===== src/rtl/transaction_initiator_if.sv =====
`default_nettype none
// ============================================================================
// Module      : transaction_initiator_if
// Description : Request/completion signal bundle of the coin-transfer
//               initiator; master = initiator, slave = its environment.
// Revision    : 1.0
// ============================================================================
interface transaction_initiator_if #(
    parameter int AMT_W = 8,
    parameter int TAG_W = 3
);
    localparam int WORD_W = TAG_W + AMT_W;

    logic              start;
    logic [AMT_W-1:0]  amount_in;
    logic [WORD_W-1:0] p1_balance;
    logic [WORD_W-1:0] p2_balance;
    logic [WORD_W-1:0] p1_amount;
    logic [WORD_W-1:0] p2_amount;
    logic [AMT_W-1:0]  amount_change;
    logic              complete_in;
    logic [WORD_W-1:0] p1_result_in;
    logic [WORD_W-1:0] p2_result_in;
    logic [WORD_W-1:0] p1_new;
    logic [WORD_W-1:0] p2_new;
    logic              busy;
    logic              done;
    logic              rejected;
    logic [2:0]        reason;

    modport master (
        input  start, amount_in, p1_balance, p2_balance,
        input  complete_in, p1_result_in, p2_result_in,
        output p1_amount, p2_amount, amount_change,
        output p1_new, p2_new, busy, done, rejected, reason
    );

    modport slave (
        output start, amount_in, p1_balance, p2_balance,
        output complete_in, p1_result_in, p2_result_in,
        input  p1_amount, p2_amount, amount_change,
        input  p1_new, p2_new, busy, done, rejected, reason
    );
endinterface
`default_nettype wire


===== src/rtl/transaction_initiator.sv =====
`default_nettype none
// ============================================================================
// Module      : transaction_initiator
// Description : Validates a player1->player2 coin transfer, arms the
//               completion stage and latches its results.
//               Optional macro TXN_OVERFLOW_CHECK_EN rejects payee overflow.
// Revision    : 1.0
// ============================================================================
module transaction_initiator #(
    parameter int              AMT_W        = 8,
    parameter int              TAG_W        = 3,
    parameter logic [TAG_W-1:0] VERIFIED_TAG = 3'b110,
    parameter int              TIMEOUT      = 15
) (
    input wire clock,
    input wire resetn,
    transaction_initiator_if.master bus
);
    localparam int         WORD_W    = TAG_W + AMT_W;
    localparam logic [7:0] C_TIMEOUT = 8'(TIMEOUT);

    typedef enum logic [2:0] {
        S_IDLE   = 3'd0,
        S_CHECK  = 3'd1,
        S_REQ    = 3'd2,
        S_DONE   = 3'd3,
        S_REJECT = 3'd4
    } state_t;

    state_t            state_q,  state_d;
    logic [WORD_W-1:0] p1_q,     p1_d;
    logic [AMT_W-1:0]  p2_val_q, p2_val_d;
    logic [AMT_W-1:0]  amt_q,    amt_d;
    logic [WORD_W-1:0] p1_new_q, p1_new_d;
    logic [WORD_W-1:0] p2_new_q, p2_new_d;
    logic [7:0]        cnt_q,    cnt_d;
    logic [2:0]        reason_q, reason_d;

    logic [AMT_W-1:0]  w_p1_exp;
    logic [AMT_W-1:0]  w_p2_exp;
    logic [TAG_W-1:0]  w_p2_tag;

    assign w_p1_exp = p1_q[AMT_W-1:0] - amt_q;
    assign w_p2_exp = p2_val_q + amt_q;

`ifdef TXN_OVERFLOW_CHECK_EN
    logic [AMT_W:0] w_p2_sum;
    assign w_p2_sum = {1'b0, p2_val_q} + {1'b0, amt_q};
`endif

    always_comb begin
        state_d  = state_q;
        p1_d     = p1_q;
        p2_val_d = p2_val_q;
        amt_d    = amt_q;
        p1_new_d = p1_new_q;
        p2_new_d = p2_new_q;
        cnt_d    = cnt_q;
        reason_d = reason_q;

        case (state_q)
            S_IDLE: begin
                if (bus.start) begin
                    p1_d     = bus.p1_balance;
                    p2_val_d = bus.p2_balance[AMT_W-1:0];
                    amt_d    = bus.amount_in;
                    reason_d = 3'd0;
                    state_d  = S_CHECK;
                end
            end
            S_CHECK: begin
                if (amt_q == '0) begin
                    reason_d = 3'd1;
                    state_d  = S_REJECT;
                end else if (p1_q[AMT_W-1:0] < amt_q) begin
                    reason_d = 3'd2;
                    state_d  = S_REJECT;
                end
`ifdef TXN_OVERFLOW_CHECK_EN
                else if (w_p2_sum[AMT_W]) begin
                    reason_d = 3'd3;
                    state_d  = S_REJECT;
                end
`endif
                else begin
                    cnt_d   = 8'd0;
                    state_d = S_REQ;
                end
            end
            S_REQ: begin
                // A completion on the final allowed cycle beats the timeout.
                if (bus.complete_in) begin
                    if ((bus.p1_result_in[AMT_W-1:0] == w_p1_exp) &&
                        (bus.p2_result_in[AMT_W-1:0] == w_p2_exp)) begin
                        p1_new_d = bus.p1_result_in;
                        p2_new_d = bus.p2_result_in;
                        state_d  = S_DONE;
                    end else begin
                        reason_d = 3'd5;
                        state_d  = S_REJECT;
                    end
                end else begin
                    cnt_d = cnt_q + 8'd1;
                    if (cnt_d == C_TIMEOUT) begin
                        reason_d = 3'd4;
                        state_d  = S_REJECT;
                    end
                end
            end
            S_DONE:   state_d = S_IDLE;
            S_REJECT: state_d = S_IDLE;
            default:  state_d = S_IDLE;
        endcase
    end

    always_ff @(posedge clock or negedge resetn) begin
        if (!resetn) begin
            state_q  <= S_IDLE;
            p1_q     <= '0;
            p2_val_q <= '0;
            amt_q    <= '0;
            p1_new_q <= '0;
            p2_new_q <= '0;
            cnt_q    <= 8'd0;
            reason_q <= 3'd0;
        end else begin
            state_q  <= state_d;
            p1_q     <= p1_d;
            p2_val_q <= p2_val_d;
            amt_q    <= amt_d;
            p1_new_q <= p1_new_d;
            p2_new_q <= p2_new_d;
            cnt_q    <= cnt_d;
            reason_q <= reason_d;
        end
    end

    // Tag decoded straight from state so reset disarms the completion stage at once.
    assign w_p2_tag          = (state_q == S_REQ) ? VERIFIED_TAG : {TAG_W{1'b0}};
    assign bus.p2_amount     = {w_p2_tag, p2_val_q};
    assign bus.p1_amount     = p1_q;
    assign bus.amount_change = amt_q;
    assign bus.p1_new        = p1_new_q;
    assign bus.p2_new        = p2_new_q;
    assign bus.busy          = (state_q != S_IDLE);
    assign bus.done          = (state_q == S_DONE);
    assign bus.rejected      = (state_q == S_REJECT);
    assign bus.reason        = reason_q;

endmodule
`default_nettype wire


===== src/flat_wrapper.sv =====
// flat-port wrapper written by rule: the top's interface ports become plain ports
module transaction_initiator_flat 
#(
    parameter int              AMT_W        = 8,
    parameter int              TAG_W        = 3,
    parameter logic [TAG_W-1:0] VERIFIED_TAG = 3'b110,
    parameter int              TIMEOUT      = 15
)
  (clock, resetn, bus_start, bus_amount_in, bus_p1_balance, bus_p2_balance, bus_complete_in, bus_p1_result_in, bus_p2_result_in, bus_p1_amount, bus_p2_amount, bus_amount_change, bus_p1_new, bus_p2_new, bus_busy, bus_done, bus_rejected, bus_reason);
  transaction_initiator_if #(.AMT_W(AMT_W), .TAG_W(TAG_W)) bus_i ();
  input wire clock;
  input wire resetn;
  input wire logic [$bits(bus_i.start)-1:0] bus_start;
  input wire logic [$bits(bus_i.amount_in)-1:0] bus_amount_in;
  input wire logic [$bits(bus_i.p1_balance)-1:0] bus_p1_balance;
  input wire logic [$bits(bus_i.p2_balance)-1:0] bus_p2_balance;
  input wire logic [$bits(bus_i.complete_in)-1:0] bus_complete_in;
  input wire logic [$bits(bus_i.p1_result_in)-1:0] bus_p1_result_in;
  input wire logic [$bits(bus_i.p2_result_in)-1:0] bus_p2_result_in;
  output wire logic [$bits(bus_i.p1_amount)-1:0] bus_p1_amount;
  output wire logic [$bits(bus_i.p2_amount)-1:0] bus_p2_amount;
  output wire logic [$bits(bus_i.amount_change)-1:0] bus_amount_change;
  output wire logic [$bits(bus_i.p1_new)-1:0] bus_p1_new;
  output wire logic [$bits(bus_i.p2_new)-1:0] bus_p2_new;
  output wire logic [$bits(bus_i.busy)-1:0] bus_busy;
  output wire logic [$bits(bus_i.done)-1:0] bus_done;
  output wire logic [$bits(bus_i.rejected)-1:0] bus_rejected;
  output wire logic [$bits(bus_i.reason)-1:0] bus_reason;
  assign bus_i.start = bus_start;
  assign bus_i.amount_in = bus_amount_in;
  assign bus_i.p1_balance = bus_p1_balance;
  assign bus_i.p2_balance = bus_p2_balance;
  assign bus_i.complete_in = bus_complete_in;
  assign bus_i.p1_result_in = bus_p1_result_in;
  assign bus_i.p2_result_in = bus_p2_result_in;
  assign bus_p1_amount = bus_i.p1_amount;
  assign bus_p2_amount = bus_i.p2_amount;
  assign bus_amount_change = bus_i.amount_change;
  assign bus_p1_new = bus_i.p1_new;
  assign bus_p2_new = bus_i.p2_new;
  assign bus_busy = bus_i.busy;
  assign bus_done = bus_i.done;
  assign bus_rejected = bus_i.rejected;
  assign bus_reason = bus_i.reason;
  transaction_initiator #(.AMT_W(AMT_W), .TAG_W(TAG_W), .VERIFIED_TAG(VERIFIED_TAG), .TIMEOUT(TIMEOUT)) u_core (.clock(clock), .resetn(resetn), .bus(bus_i));
endmodule

===== config.mk =====
export PLATFORM = sky130hd
export DESIGN_NAME = transaction_initiator_flat
export DESIGN_NICKNAME = d
export VERILOG_FILES = /design/src/rtl/transaction_initiator_if.sv /design/src/rtl/transaction_initiator.sv /design/src/flat_wrapper.sv
export SDC_FILE = /design/constraint.sdc
export NUM_CORES = 1
export LEC_CHECK = 0
export CORE_MARGIN = 1
export CORE_UTILIZATION = 47
export CTS_CLUSTER_DIAMETER = 100
export DETAILED_ROUTE_END_ITERATION = 16
export GPL_ROUTABILITY_DRIVEN = 0
export MAX_ROUTING_LAYER = met4
export PLACE_DENSITY = 0.81
export SETUP_SLACK_MARGIN = 0.15
export SLEW_MARGIN = 20
export SYNTH_ARGS = -nofsm -noshare
export SYNTH_HDL_FRONTEND = slang
export SYNTH_SLANG_ARGS = --single-unit

===== constraint.sdc =====
create_clock -name clock -period 3.2 [get_ports clock]
set_input_delay 0.64 -clock clock [delete_from_list [all_inputs] [get_ports clock]]
set_output_delay 0.64 -clock clock [all_outputs]
set_load 0.03 [all_outputs]

==> impl_results.md, run 1 <==
- Clk root buf: clkbuf_8
- Number of synthesized register bits: 63
- Worst VDD drop: 0.000710 V
- Predominant post-synthesis flop cell: dfrtp_1
- Clock latency on the worst-skew pair: 340 ps
- Worst setup SP type: register
- Critical R2R Capture: u_core.bus.p1_new[9]$_DFFE_PN0P_
- Clk pwr share: 14.0%
- Power per cell area: 1010 nW/um^2
- GRT Total Usage: 24.4%
- Initial antenna violation count: 0
- Post-Syn Area: 3590 um^2
- Inserted Clock Buffers: 9
- Cells after synthesis: 324
- ANT nets after route: 0
- Switching power: 2.27 mW
- Io pins: 114
- Logic pwr share: 61.6%
- H-tree depth: 3
- # setup viols final: 0
- Met1 WL: 3.81 mm
- Yosys warnings: 0
- # diodes: 0
- CP endpoint kind: register
- Post-synth EDFFs: 0
- Pint: 2.79 mW
- Area Overhead vs Synth: 39.2%
- Synthesized area per cell: 11.1 um^2
- Post-layout util: 68.2%
- Vias/cell: 5.40
- Register area share after synthesis: 43.9%
- Initial DRC count: 171
- Setup slack, reg-to-reg: 290 ps
- Max Cap Violations: 0
- Setup TNS: 0 ps
- Fin nets: 515
- Highest routing layer actually used: met4
- Initial Util: 49.0%
- Flop pwr share: 24.4%
- Post-layout total power: 5.06 mW
- Reg-to-reg startpoint: u_core.bus.amount_change[0]$_DFFE_PN0P_
- Die Ht: 89.4 um
- Routed wl met3: 524 um
- Critical Path AT: 3140 ps
- Drt drc: 0
- CTS sink cnt: 63
- Fin crit share: 90.9%
- Worst-margin pin slew: 799 ps
- Routed wl met2: 4.09 mm
- First-pass GRT wire length: 14.0 mm
- WP data required: 3430 ps
- Post-layout minimum cycle time: 2910 ps
- Crit. Startpoint: u_core.bus.amount_change[0]$_DFFE_PN0P_
- Asr flop ratio synth: 100%
- Critical-path maximum fanout: 24
- Synth unique cells: 52
- Die ar.: 7990 um^2
- Final count of pins violating max slew: 0
- CTS Hold Bufs: 0
- Clk slew on worst S/H paths: 70 ps
- Worst R2R Path Depth: 10
- Leak: 2.25 nW
- Hold WC Path Type: input pin to asynchronous set/reset pin
- Layout cell share with drive strength beyond 1: 16.9%
- Std cell rows: 31
- Crit Path Class: register to register
- # port buffers: 109
- Final Hold Fails: 0
- Vias: 2933
- DP HPWL: 6.34 mm
- Core box area: 7330 um^2
- RSZ-0062 raised after global routing: yes
- Max Root-Sink Buffers: 2
- Post-DR wirelength/cell: 16.0 um
- Detailed Route WL: 8.69 mm
- Outcome: complete, no violations
- Capture point of the worst path: u_core.bus.p1_new[9]$_DFFE_PN0P_
- FMAX: 344 MHz
- Clk_skew: 8.73 ps
- Max transition margin: 46.7%
- CTS tree: yes
- Vias in the first global route: 2943
- Grt ovf: 0
- Initial DRT Pass Iterations: 4
- Syn Nets: 399
- Chip width: 89.4 um
- Switching part of the total: 44.9%
- Largest net degree at the start of global routing: 64
-- registers in the layout, indices dropped and copies added, names as in the netlist --
| signal | count |
|---|---|
| u_core.bus.p1_amount | 11 |
| u_core.bus.p1_new | 11 |
| u_core.bus.p2_new | 11 |
| u_core.bus.amount_change | 8 |
| u_core.cnt_q | 8 |
| u_core.p2_val_q | 8 |
| u_core.bus.reason | 3 |
| u_core.state_q | 3 |
-- logic make-up (layout without fill, tap and decap cells) --
kind of cell    Yosys count  in the layout  synth area share, %
simple gates             84             84                 12.3
compound gates           66             66                 12.1
flops                    63             63                 43.9
mux                      41             41                 14.7
xor+xnor                 27             27                 6.59
buf+inv                  23            143                 3.17
fa+ha+maj                19             19                 7.04
other cells               1              1                0.104
-- power groups by stage --
stage / logic, mW / clock network (mW) / registers, mW
floorplan: 1.84 / 0 / 1.56
global placement: 2.98 / 0 / 1.24
detailed placement: 3.05 / 0 / 1.25
CTS: 3.12 / 0.715 / 1.23
global route: 3.39 / 0.752 / 1.27
finish: 3.11 / 0.709 / 1.23
-- cell usage after synthesis, drive strengths merged (4+ instances only) --
| cell | number | share of area, % |
|---|---|---|
| dfrtp | 63 | 44 |
| mux2 | 41 | 15 |
| nand2 | 26 | 2.7 |
| nor2 | 22 | 2.3 |
| a21oi | 20 | 3.1 |
| o21ai | 19 | 2.6 |
| xnor2 | 18 | 4.4 |
| ha | 17 | 5.9 |
| inv | 13 | 1.4 |
| nand3 | 9 | 1.3 |
| xor2 | 9 | 2.2 |
| buf | 6 | 1.4 |
| a31oi | 4 | 0.70 |
| clkbuf | 4 | 0.42 |
| nand2b | 4 | 0.70 |
-- cells in the final DEF, fill, tap and decap left out, types with 3 or more instances in the layout --
cell type | netlist | final
ha_1 | 17 | 17
a211o_1 | 3 | 3
and3_1 | 3 | 3
o31ai_1 | 3 | 3
clkbuf_8 | 0 | 11
a21oi_1 | 17 | 17
dfrtp_1 | 63 | 63
xnor2_1 | 18 | 18
clkdlybuf4s50_1 | 0 | 108
buf_4 | 3 | 5
mux2_2 | 23 | 23
a21o_1 | 3 | 3
or3_1 | 3 | 3
a21oi_2 | 3 | 3
nand3_1 | 9 | 9
nand2_1 | 26 | 26
a31oi_1 | 4 | 4
xor2_1 | 9 | 9
nor2_1 | 22 | 21
nand2b_1 | 4 | 4
o21ai_0 | 19 | 19
mux2_4 | 18 | 18
inv_1 | 13 | 13
-- metal layers --
| layer | global-route usage, % | vias to the layer above |
|---|---|---|
| li1 | - | 1377 |
| met2 | 36.8 | 105 |
| met1 | 30.4 | 1423 |
| met5 | - | - |
| met3 | 5.91 | 28 |
| met4 | 12.6 | 0 |
-- repair_timing --
item,4_1_cts,5_1_grt
buffers inserted,2,0
resized for setup,1,1
endpoints found under the setup margin,18,25
pin swaps,2,3
-- critical path, cell delays in order, from the launching register on --
cell     delay [ps]
dfrtp_1         410
ha_1            240
fa_1            540
xnor2_1         130
nand3_1         130
nor4b_2         250
nand3_1         180
nor4_4          240
nand4_4         140
buf_12          200
mux2_4          310
-- layout make-up --
cell class                      instances  area [um^2]
Multi-Input combinational cell        238         1910
Timing Repair Buffer                  115         1140
Clock buffer                           12          155
Clock inverter                          3         42.5
Inverter                               13         48.8
Tap cell                               99          124
Fill cell                             544         2330
Sequential cell                        63         1580
-- worst min-delay path by stage --
| stage | startpoint | endpoint | slack [ps] |
|---|---|---|---|
| after detailed placement | u_core.cnt_q[7]$_DFFE_PN0P_ | u_core.cnt_q[7]$_DFFE_PN0P_ | 460 |
| after CTS | u_core.cnt_q[7]$_DFFE_PN0P_ | u_core.cnt_q[7]$_DFFE_PN0P_ | 480 |
| after global placement | u_core.cnt_q[7]$_DFFE_PN0P_ | u_core.cnt_q[7]$_DFFE_PN0P_ | 460 |
| after floorplan | resetn | u_core.bus.amount_change[0]$_DFFE_PN0P_ | 340 |
| after global routing | u_core.cnt_q[7]$_DFFE_PN0P_ | u_core.cnt_q[7]$_DFFE_PN0P_ | 520 |
| final | resetn | u_core.cnt_q[1]$_DFFE_PN0P_ | 480 |
-- through the flow --
step	std cells	area, um^2	hold slack (ps)	worst slack (ps)
after floorplan	324	3590	344	260
after global placement	526	4780	463	193
after detailed placement	526	4780	459	178
after CTS	543	5000	476	186
after global routing	543	5000	515	97.1
final	543	5000	481	290
Note: power is estimated with default switching activity, not from simulation.
==> run 2: changes to the inputs <==
--- a/config.mk
+++ b/config.mk
@@ -13,6 +13,7 @@
 export MAX_ROUTING_LAYER = met4
 export PLACE_DENSITY = 0.81
 export SETUP_SLACK_MARGIN = 0.15
+export SKIP_LAST_GASP = 1
 export SLEW_MARGIN = 20
 export SYNTH_ARGS = -nofsm -noshare
 export SYNTH_HDL_FRONTEND = slang
==> results of run 2 <==
Final layout, timing and power as in run 1 (identical DEF).
